--- config.mk ---
export PLATFORM = sky130hd
export DESIGN_NAME = sign_mag_sub_ser
export DESIGN_NICKNAME = d
export VERILOG_FILES = /design/src/rtl/sign_mag_sub_ser.sv
export SDC_FILE = /design/constraint.sdc
export NUM_CORES = 1
export LEC_CHECK = 0
export ABC_AREA = 1
export BUFFER_PORTS_ARGS = -buffer_cell sky130_fd_sc_hd__buf_2
export CORE_MARGIN = 3
export CORE_UTILIZATION = 62
export DETAILED_ROUTE_END_ITERATION = 16
export MAX_ROUTING_LAYER = met4
export PLACE_DENSITY = 0.82
export SYNTH_ARGS = -nofsm -noshare
export SYNTH_HDL_FRONTEND = slang
export SYNTH_SLANG_ARGS = --single-unit
export TNS_END_PERCENT = 30
--- constraint.sdc ---
create_clock -name clk -period 5.05 [get_ports clk]
set_clock_uncertainty 0.2 [all_clocks]
set_input_delay 0.505 -clock clk [delete_from_list [all_inputs] [get_ports clk]]
set_output_delay 0.505 -clock clk [all_outputs]
set_load 0.02 [all_outputs]
--- src/rtl/sign_mag_sub_ser.sv ---
// Bit-serial sign-magnitude subtractor: Diff = A - B, computed as A + (-B).
// N-bit operands: sign at MSB, N-1 magnitude bits processed LSB first.
// Flow: IDLE (accept) -> CMP (pick add/sub mode and result sign) ->
// SER (N-1 bit cycles plus one commit cycle) -> DONE (hold until out_ready).
// Handshake: an operand transfer happens on a rising edge where in_valid and
// in_ready are both 1; a result transfer happens on a rising edge where
// out_valid and out_ready are both 1. Each side holds its data until then.
// Optional build macro SIGN_MAG_SUB_SAT_EN: saturate the magnitude on overflow
// instead of wrapping it.
module sign_mag_sub_ser #(
  parameter int N = 5
) (
  input  logic         clk,
  input  logic         rst_n,
  input  logic         in_valid,
  output logic         in_ready,
  input  logic [N-1:0] A,
  input  logic [N-1:0] B,
  output logic         out_valid,
  input  logic         out_ready,
  output logic [N-1:0] Diff,
  output logic         ovf
);

  localparam int M  = N - 1;
  localparam int CW = $clog2(N + 1);
  localparam logic [CW-1:0] LAST = CW'(M);

  localparam logic [1:0] S_IDLE = 2'd0;
  localparam logic [1:0] S_CMP  = 2'd1;
  localparam logic [1:0] S_SER  = 2'd2;
  localparam logic [1:0] S_DONE = 2'd3;

  logic [1:0]    state_q, state_d;
  logic [N-1:0]  a_q, a_d;
  logic [N-1:0]  b_q, b_d;      // B with its sign already inverted
  logic          add_q, add_d;
  logic          sign_q, sign_d;
  logic [M-1:0]  x_q, x_d;      // larger (or first) magnitude, shifted right
  logic [M-1:0]  y_q, y_d;      // smaller (or second) magnitude, shifted right
  logic [M-1:0]  res_q, res_d;  // result bits shifted in at the MSB
  logic          c_q, c_d;      // carry in add mode, borrow in subtract mode
  logic [CW-1:0] cnt_q, cnt_d;
  logic [N-1:0]  diff_q, diff_d;
  logic          ovf_q, ovf_d;

  logic [M-1:0]  ma, mb, mag_fin;
  logic          sa, sb, bit_r, c_nxt, ovf_fin;

  assign in_ready  = (state_q == S_IDLE);
  assign out_valid = (state_q == S_DONE);
  assign Diff      = diff_q;
  assign ovf       = ovf_q;

  // Effective signs with -0 folded onto +0.
  assign ma = a_q[M-1:0];
  assign mb = b_q[M-1:0];
  assign sa = a_q[N-1] & (|ma);
  assign sb = b_q[N-1] & (|mb);

  // One full-adder / full-subtractor slice on the current LSBs.
  always_comb begin
    bit_r = x_q[0] ^ y_q[0] ^ c_q;
    if (add_q) c_nxt = (x_q[0] & y_q[0]) | (x_q[0] & c_q) | (y_q[0] & c_q);
    else       c_nxt = (~x_q[0] & y_q[0]) | (~x_q[0] & c_q) | (y_q[0] & c_q);
  end

  // Overflow and final magnitude, applied when the result is committed.
  always_comb begin
    ovf_fin = add_q & c_q;
`ifdef SIGN_MAG_SUB_SAT_EN
    mag_fin = ovf_fin ? {M{1'b1}} : res_q;
`else
    mag_fin = res_q;
`endif
  end

  // Next-state logic for the controller and the serial datapath.
  always_comb begin
    state_d = state_q;
    a_d     = a_q;
    b_d     = b_q;
    add_d   = add_q;
    sign_d  = sign_q;
    x_d     = x_q;
    y_d     = y_q;
    res_d   = res_q;
    c_d     = c_q;
    cnt_d   = cnt_q;
    diff_d  = diff_q;
    ovf_d   = ovf_q;
    case (state_q)
      S_IDLE: begin
        if (in_valid) begin
          a_d     = A;
          b_d     = {~B[N-1], B[M-1:0]};
          state_d = S_CMP;
        end
      end
      S_CMP: begin
        add_d = (sa == sb);
        c_d   = 1'b0;
        cnt_d = '0;
        res_d = '0;
        if (sa == sb || ma >= mb) begin
          x_d    = ma;
          y_d    = mb;
          sign_d = sa;
        end else begin
          x_d    = mb;
          y_d    = ma;
          sign_d = sb;
        end
        state_d = S_SER;
      end
      S_SER: begin
        if (cnt_q != LAST) begin
          res_d        = res_q >> 1;
          res_d[M-1]   = bit_r;
          x_d          = x_q >> 1;
          y_d          = y_q >> 1;
          c_d          = c_nxt;
          cnt_d        = cnt_q + 1'b1;
        end else begin
          ovf_d   = ovf_fin;
          diff_d  = {sign_q & (|mag_fin), mag_fin};
          state_d = S_DONE;
        end
      end
      default: begin
        if (out_ready) state_d = S_IDLE;
      end
    endcase
  end

  // State registers; reset aborts any operation in flight.
  always_ff @(posedge clk or negedge rst_n) begin
    if (!rst_n) begin
      state_q <= S_IDLE;
      a_q     <= '0;
      b_q     <= '0;
      add_q   <= 1'b0;
      sign_q  <= 1'b0;
      x_q     <= '0;
      y_q     <= '0;
      res_q   <= '0;
      c_q     <= 1'b0;
      cnt_q   <= '0;
      diff_q  <= '0;
      ovf_q   <= 1'b0;
    end else begin
      state_q <= state_d;
      a_q     <= a_d;
      b_q     <= b_d;
      add_q   <= add_d;
      sign_q  <= sign_d;
      x_q     <= x_d;
      y_q     <= y_d;
      res_q   <= res_d;
      c_q     <= c_d;
      cnt_q   <= cnt_d;
      diff_q  <= diff_d;
      ovf_q   <= ovf_d;
    end
  end

endmodule

==> impl_metrics.json, run 1 <==
{
  "status": "finished with violations",
  "failed_checks": "hold timing",
  "nets": 279,
  "pwr_density_cell_nw_per_um2": 687,
  "timing.max_slew.rel_slack_pct": 49.8,
  "grt_pass1_vias": 1374,
  "postSynthAreaPerCell_sq_um": 8.42,
  "worst_pin_slew_ps": 754,
  "synth_cell_types": 25,
  "numPlacedInstances": 276,
  "vias": 1522,
  "sum_of_negative_setup_slack_ps": 0,
  "wl_per_cell_microns": 11.7,
  "grt_antenna_before_repair": 0,
  "worstRegToRegCells": 12,
  "detail_route.iter0.violations": 63,
  "report.power.total_mw": 1.45,
  "fillers": 231,
  "synthesis.area_sq_um": 1920,
  "critical_path_required_ps": 5110,
  "cts.htree.levels": 2,
  "final_cell_mix": "sky130_fd_sc_hd__nand2_1 (58), sky130_fd_sc_hd__dfrtp_1 (36), sky130_fd_sc_hd__inv_1 (24)",
  "clock-sinks": 36,
  "report.final.setup_viol": 0,
  "synth_async_sr_flop_share_pct": 100,
  "synth_edf_count": 0,
  "max-vdd-ir-drop_mv": 0.450,
  "routed_antenna_nets": 0,
  "cts_setup_buffers": 0,
  "routabilityCongestion": 0.845,
  "tritoncts": "done",
  "reg2reg_from": "b_q[3]$_DFFE_PN0P_",
  "avgViaCountPerCell": 5.36,
  "area_growth_syn_to_layout_pct": 10.2,
  "core_region_area_sq_um": 2850,
  "postSynthRegisterBits": 36,
  "grt.overflow.total": 0,
  "firstDrtPassIters": 4,
  "synth.top_cells.by_area": "sky130_fd_sc_hd__dfrtp_1 (47%), sky130_fd_sc_hd__nand2_1 (11%), sky130_fd_sc_hd__ha_1 (8.5%)",
  "cts_buffer_depth": 2,
  "yosys_warnings": 0,
  "worst_setup_hold_path_clk_slew_ps": 110,
  "insertion_delay_ps": 360,
  "min-delay-path-class": "in -> async",
  "die-area_sq_um": 3800,
  "ctsResizeCount": 0,
  "die_w_microns": 61.6,
  "arrival_ps": 2160,
  "cts-root-buf": "sky130_fd_sc_hd__clkbuf_4",
  "synth_largest_area_cell": "sky130_fd_sc_hd__dfrtp_1",
  "maxCapViolCount": 0,
  "track_usage_pct": 21.5,
  "static-leakage-power_nw": 1.13,
  "synth-main-ff-cell": "sky130_fd_sc_hd__dfrtp_1",
  "setup_repair_after_global_routing_missed_its_margin": "no",
  "critPathLaunchType": "flip-flop",
  "dieHeight_microns": 61.6,
  "layout_commonest_cell": "sky130_fd_sc_hd__nand2_1",
  "reg2reg_to": "y_q[1]$_DFFE_PN0P_",
  "dp.final_hpwl_microns": 2450,
  "routed_wirelength_microns": 3320,
  "fin_worst_hold_slack_ps": -0.343,
  "n_antenna_cell": 0,
  "mappedNetlistNets": 255,
  "report.final.slew_viol_count": 0,
  "worst_setup_path_end_kind": "flip-flop",
  "first_pass_grt_wire_length_microns": 5720,
  "initial_utilization_pct": 67.3,
  "final-instance-count-excl-fill": 284,
  "synthesis.instances": 228,
  "drc_markers": 0,
  "clock.fmax_mhz": 476,
  "layout.core_utilization_pct": 74.2,
  "grt_max_degree": 37,
  "boundaryPins": 22,
  "timing.setup.critical_path_class": "reg -> reg",
  "drive_gt1_share_pct": 18.2,
  "cts_inserted_buffers": 5,
  "port_buf_inserts": 21,
  "ff2ff_setup_slack_ps": 2950,
  "post_cts_hold_buffer_count": 0,
  "synthDominantCellAreaShare_pct": 46.9,
  "yosysSeqAreaShare_pct": 46.9,
  "worstPathMaxFanout": 11,
  "final_critical_path_required_period_ps": 2100,
  "fp-row-count": 19,
  "finalHoldViolCount": 1,
  "fin_crit_sh_pct": 41.6
}
-- worst max-delay path by stage --
stage / start / end / slack (ps) / cells past startpoint
4_1_cts: b_q[3]$_DFFE_PN0P_ / y_q[2]$_DFFE_PN0P_ / 2970 / 12
5_1_grt: b_q[3]$_DFFE_PN0P_ / y_q[0]$_DFFE_PN0P_ / 2780 / 12
3_5_place_dp: b_q[3]$_DFFE_PN0P_ / y_q[2]$_DFFE_PN0P_ / 2990 / 12
6_report: b_q[3]$_DFFE_PN0P_ / y_q[1]$_DFFE_PN0P_ / 2950 / 12
2_1_floorplan: b_q[3]$_DFFE_PN0P_ / sign_q$_DFFE_PN0P_ / 3270 / 11
3_3_place_gp: b_q[3]$_DFFE_PN0P_ / y_q[2]$_DFFE_PN0P_ / 3030 / 12
-- report_power, final --
| group | leakage (nW) | total (mW) | internal, mW | switching (mW) |
|---|---|---|---|---|
| logic | 0.634 | 0.753 | 0.272 | 0.482 |
| registers | 0.455 | 0.497 | 0.410 | 0.0874 |
| clock network | 0.0412 | 0.204 | 0.103 | 0.101 |
| total | 1.13 | 1.45 | 0.784 | 0.670 |
-- flip-flops by register name, summed over array words and instances (netlist names), 2 cells and up --
name and cells:
Diff 5, x_q 4, cnt_q 3, b_q 5, mag_fin 4, y_q 4
a_q 5, state_q 2
-- per-layer routing --
metal / global-route usage (%) / up-vias / share of wire [%]
li1: - / 779 / -
met1: 25.0 / 704 / 46
met2: 34.2 / 31 / 46
met3: 7.55 / 8 / 5.3
met4: 7.88 / 0 / 1.9
met5: - / - / 0
-- worst max-delay path: stages (launching register included) --
cell and delay, ps:
sky130_fd_sc_hd__dfrtp_1 390, sky130_fd_sc_hd__inv_1 140, sky130_fd_sc_hd__ha_1 270, sky130_fd_sc_hd__nand2_1 100
sky130_fd_sc_hd__inv_1 40, sky130_fd_sc_hd__nand2_1 60, sky130_fd_sc_hd__nand2_1 60, sky130_fd_sc_hd__nor2_2 340
sky130_fd_sc_hd__nand2_4 130, sky130_fd_sc_hd__nand2_1 80, sky130_fd_sc_hd__nand3_1 80, sky130_fd_sc_hd__nand2_1 80
sky130_fd_sc_hd__nand2_1 40
-- cells in the mapped netlist (3+ instances only) --
library cell	n
sky130_fd_sc_hd__o21ai_1	3
sky130_fd_sc_hd__nor2_2	5
sky130_fd_sc_hd__nand2_1	58
sky130_fd_sc_hd__nand3_1	19
sky130_fd_sc_hd__inv_2	3
sky130_fd_sc_hd__o21ai_0	14
sky130_fd_sc_hd__a21oi_1	12
sky130_fd_sc_hd__o22ai_1	3
sky130_fd_sc_hd__mux2_2	4
sky130_fd_sc_hd__nand2_4	3
sky130_fd_sc_hd__inv_1	24
sky130_fd_sc_hd__ha_1	13
sky130_fd_sc_hd__nor2_1	20
sky130_fd_sc_hd__dfrtp_1	36
-- final cells by class --
| class | count | area (sq um) | area share [%] |
|---|---|---|---|
| Timing Repair Buffer | 21 | 105 | 4.97 |
| Multi-Input combinational cell | 160 | 883 | 41.8 |
| Clock buffer | 5 | 37.5 | 1.77 |
| Tap cell | 31 | 38.8 | 1.83 |
| Clock inverter | 3 | 42.5 | 2.01 |
| Inverter | 28 | 108 | 5.09 |
| Sequential cell | 36 | 901 | 42.6 |
-- cell families after synthesis --
family	count (synthesis)	share of synthesized area [%]
and+or+nand+nor	107	25.0
DFF	36	46.9
AOI/OAI and AO/OA	35	9.78
buffers and inverters	32	7.04
adders and majority gates	13	8.47
muxes	4	2.35
xor gates and xnor gates	1	0.456
-- per-stage QoR --
stage	setup slack [ps]	area [sq um]	hold slack (ps)
4_1_cts	2970	2120	29.8
5_1_grt	2780	2120	51.8
2_1_floorplan	3270	1920	9.41
6_report	2950	2120	-0.343
3_5_place_dp	2990	2040	261
3_3_place_gp	3030	2040	261
Note: power is estimated with default switching activity, not from simulation.
==> run 2, diff against run 1 <==
--- a/config.mk
+++ b/config.mk
@@ -8,10 +8,10 @@
 export ABC_AREA = 1
 export BUFFER_PORTS_ARGS = -buffer_cell sky130_fd_sc_hd__buf_2
 export CORE_MARGIN = 3
-export CORE_UTILIZATION = 62
+export CORE_UTILIZATION = 57
 export DETAILED_ROUTE_END_ITERATION = 16
 export MAX_ROUTING_LAYER = met4
-export PLACE_DENSITY = 0.82
+export PLACE_DENSITY = 0.76
 export SYNTH_ARGS = -nofsm -noshare
 export SYNTH_HDL_FRONTEND = slang
 export SYNTH_SLANG_ARGS = --single-unit
==> constraint.sdc (replaced) <==
create_clock -name clk -period 2.2 [get_ports clk]
set_clock_uncertainty 0.2 [all_clocks]
set_input_delay 0.22 -clock clk [delete_from_list [all_inputs] [get_ports clk]]
set_output_delay 0.22 -clock clk [all_outputs]
set_load 0.02 [all_outputs]
==> impl_metrics.json, run 2 (same netlist as run 1, synthesis figures left out) <==
{
  "timing.max_slew.rel_slack_pct": 47.0,
  "report.final.setup_viol": 0,
  "cts.htree.levels": 2,
  "critPathTopFamily": "simple AND/OR/NAND/NOR gates",
  "worst_setup_path_end_kind": "flip-flop",
  "report.power.total_mw": 3.41,
  "final-instance-count-excl-fill": 311,
  "grt_pass1_vias": 1529,
  "cpPeakStageDelay_ps": 400,
  "routed_wirelength_microns": 3600,
  "die-area_sq_um": 4100,
  "vias": 1559,
  "n_antenna_cell": 0,
  "first_pass_grt_wire_length_microns": 6440,
  "detail_route.iter0.violations": 61,
  "timing.setup.critical_path_class": "reg -> reg",
  "worst_pin_slew_ps": 794,
  "timing.critical_path.mode_cell": "sky130_fd_sc_hd__nand2_1",
  "preCtsSetupSlack_ps": 111,
  "drive_gt1_share_pct": 18.4,
  "avgViaCountPerCell": 5.01,
  "critPathBufInv": 2,
  "arrival_ps": 2050,
  "worstPathMaxFanout": 11,
  "clock.fmax_mhz": 499,
  "numPlacedInstances": 292,
  "dp.final_hpwl_microns": 2550,
  "area_growth_syn_to_layout_pct": 18.3,
  "insertion_delay_ps": 350,
  "nets": 293,
  "drc_markers": 0,
  "tritoncts": "done",
  "status": "completed",
  "clock-sinks": 36,
  "min_path_cells": 5,
  "min-delay-path-class": "in -> reg",
  "cts_inserted_buffers": 5,
  "pwr_density_cell_nw_per_um2": 1500,
  "maxCapViolCount": 0,
  "fillers": 255,
  "final_critical_path_required_period_ps": 2000,
  "static-leakage-power_nw": 1.19,
  "die_w_microns": 64.0,
  "layout.cell_area.non_filler_sq_um": 2270,
  "max-vdd-ir-drop_mv": 0.877,
  "firstDrtPassIters": 4,
  "postLayoutSetupSlackWorst_ps": 197,
  "finalHoldViolCount": 0,
  "fin_worst_hold_slack_ps": 144,
  "worst_setup_hold_path_clk_slew_ps": 110,
  "critPathLaunchType": "flip-flop",
  "cp_cell_sequence": "inv_1 -> ha_1 -> nand2_1 -> inv_1 -> nand2_1 -> nand2_1 -> nor2_4 -> nand2_4 -> nand2_1 -> nand3_1 -> nand2_1 -> nand2_1",
  "critical_path_required_ps": 2250,
  "boundaryPins": 22,
  "routabilityCongestion": 0.807,
  "worstRegToRegCells": 12,
  "cts-root-buf": "sky130_fd_sc_hd__clkbuf_4",
  "fin_crit_sh_pct": 91.0,
  "cts_setup_buffers": 0,
  "layout_commonest_cell": "sky130_fd_sc_hd__nand2_1",
  "grt.overflow.total": 0,
  "final_cell_mix": "sky130_fd_sc_hd__nand2_1 (58), sky130_fd_sc_hd__dfrtp_1 (36), sky130_fd_sc_hd__inv_1 (24)",
  "fp-row-count": 20,
  "grt_max_degree": 37,
  "wl_per_cell_microns": 11.6,
  "initial_utilization_pct": 61.4,
  "dieHeight_microns": 64.0,
  "placed_cell_area_sq_um": 2070,
  "core_region_area_sq_um": 3130,
  "grt_antenna_before_repair": 0,
  "track_usage_pct": 20.9,
  "routed_antenna_nets": 0,
  "port_buf_inserts": 21,
  "cts_buffer_depth": 2,
  "slowest_cell_on_the_critical_path": "sky130_fd_sc_hd__dfrtp_1",
  "report.final.slew_viol_count": 0,
  "worstSetupPathDepth": 12
}
-- run 2: cell type report --
class	instances	area [sq um]	share of cell area, %
Clock buffer	5	37.5	1.65
Clock inverter	3	42.5	1.87
Inverter	28	108	4.74
Multi-Input combinational cell	160	888	39.1
Sequential cell	36	901	39.7
Tap cell	44	55.1	2.43
Timing Repair Buffer	35	238	10.5
-- run 2: power by group --
group | leakage [nW] | total (mW) | internal [mW] | switching, mW
combinational | 0.696 | 1.79 | 0.667 | 1.13
clock | 0.0412 | 0.470 | 0.237 | 0.233
sequential | 0.455 | 1.15 | 0.940 | 0.205
-- run 2: timing repair --
item                                    in CTS  in global routing
hold buffers                                11                  0
resized for setup                            0                  1
endpoints found under the setup margin       0                  9
endpoints found under the hold margin       46                  0
-- run 2: worst register-to-register path, cell delays in order, from the launching register on --
cell,delay [ps]
sky130_fd_sc_hd__dfrtp_1,400
sky130_fd_sc_hd__inv_1,130
sky130_fd_sc_hd__ha_1,270
sky130_fd_sc_hd__nand2_1,90
sky130_fd_sc_hd__inv_1,40
sky130_fd_sc_hd__nand2_1,60
sky130_fd_sc_hd__nand2_1,80
sky130_fd_sc_hd__nor2_4,230
sky130_fd_sc_hd__nand2_4,120
sky130_fd_sc_hd__nand2_1,80
sky130_fd_sc_hd__nand3_1,70
sky130_fd_sc_hd__nand2_1,80
sky130_fd_sc_hd__nand2_1,50
-- run 2: path summary, 6_finish.rpt --
| path | startpoint | end | slack [ps] |
|---|---|---|---|
| max in group asynchronous | rst_n | b_q[0]$_DFFE_PN0P_ | 1030 |
| setup / recovery | b_q[3]$_DFFE_PN0P_ | y_q[2]$_DFFE_PN0P_ | 200 |
| setup reg to reg | b_q[3]$_DFFE_PN0P_ | y_q[2]$_DFFE_PN0P_ | 200 |
| hold reg to reg | Diff[4]$_DFFE_PN0P_ | Diff[4]$_DFFE_PN0P_ | 290 |
| hold / removal | out_ready | state_q[1]$_DFFE_PN0P_ | 140 |
| min in group asynchronous | rst_n | ovf$_DFFE_PN0P_ | 270 |
-- run 2: per-stage QoR --
stage | TNS, ps | utilization, %
final | 0 | 72.6
after global routing | -7.44 | 72.6
after CTS | 0 | 72.4
after detailed placement | 0 | 66.3
after global placement | 0 | 66.3
after floorplan | 0 | -
-- run 2: metal layers --
metal | vias up | share of wire (%) | GRT usage [%]
li1 | 805 | - | -
met1 | 708 | 47 | 25.1
met2 | 40 | 47 | 33.5
met3 | 6 | 4.6 | 4.75
met4 | 0 | 1.6 | 9.16
met5 | - | 0 | -
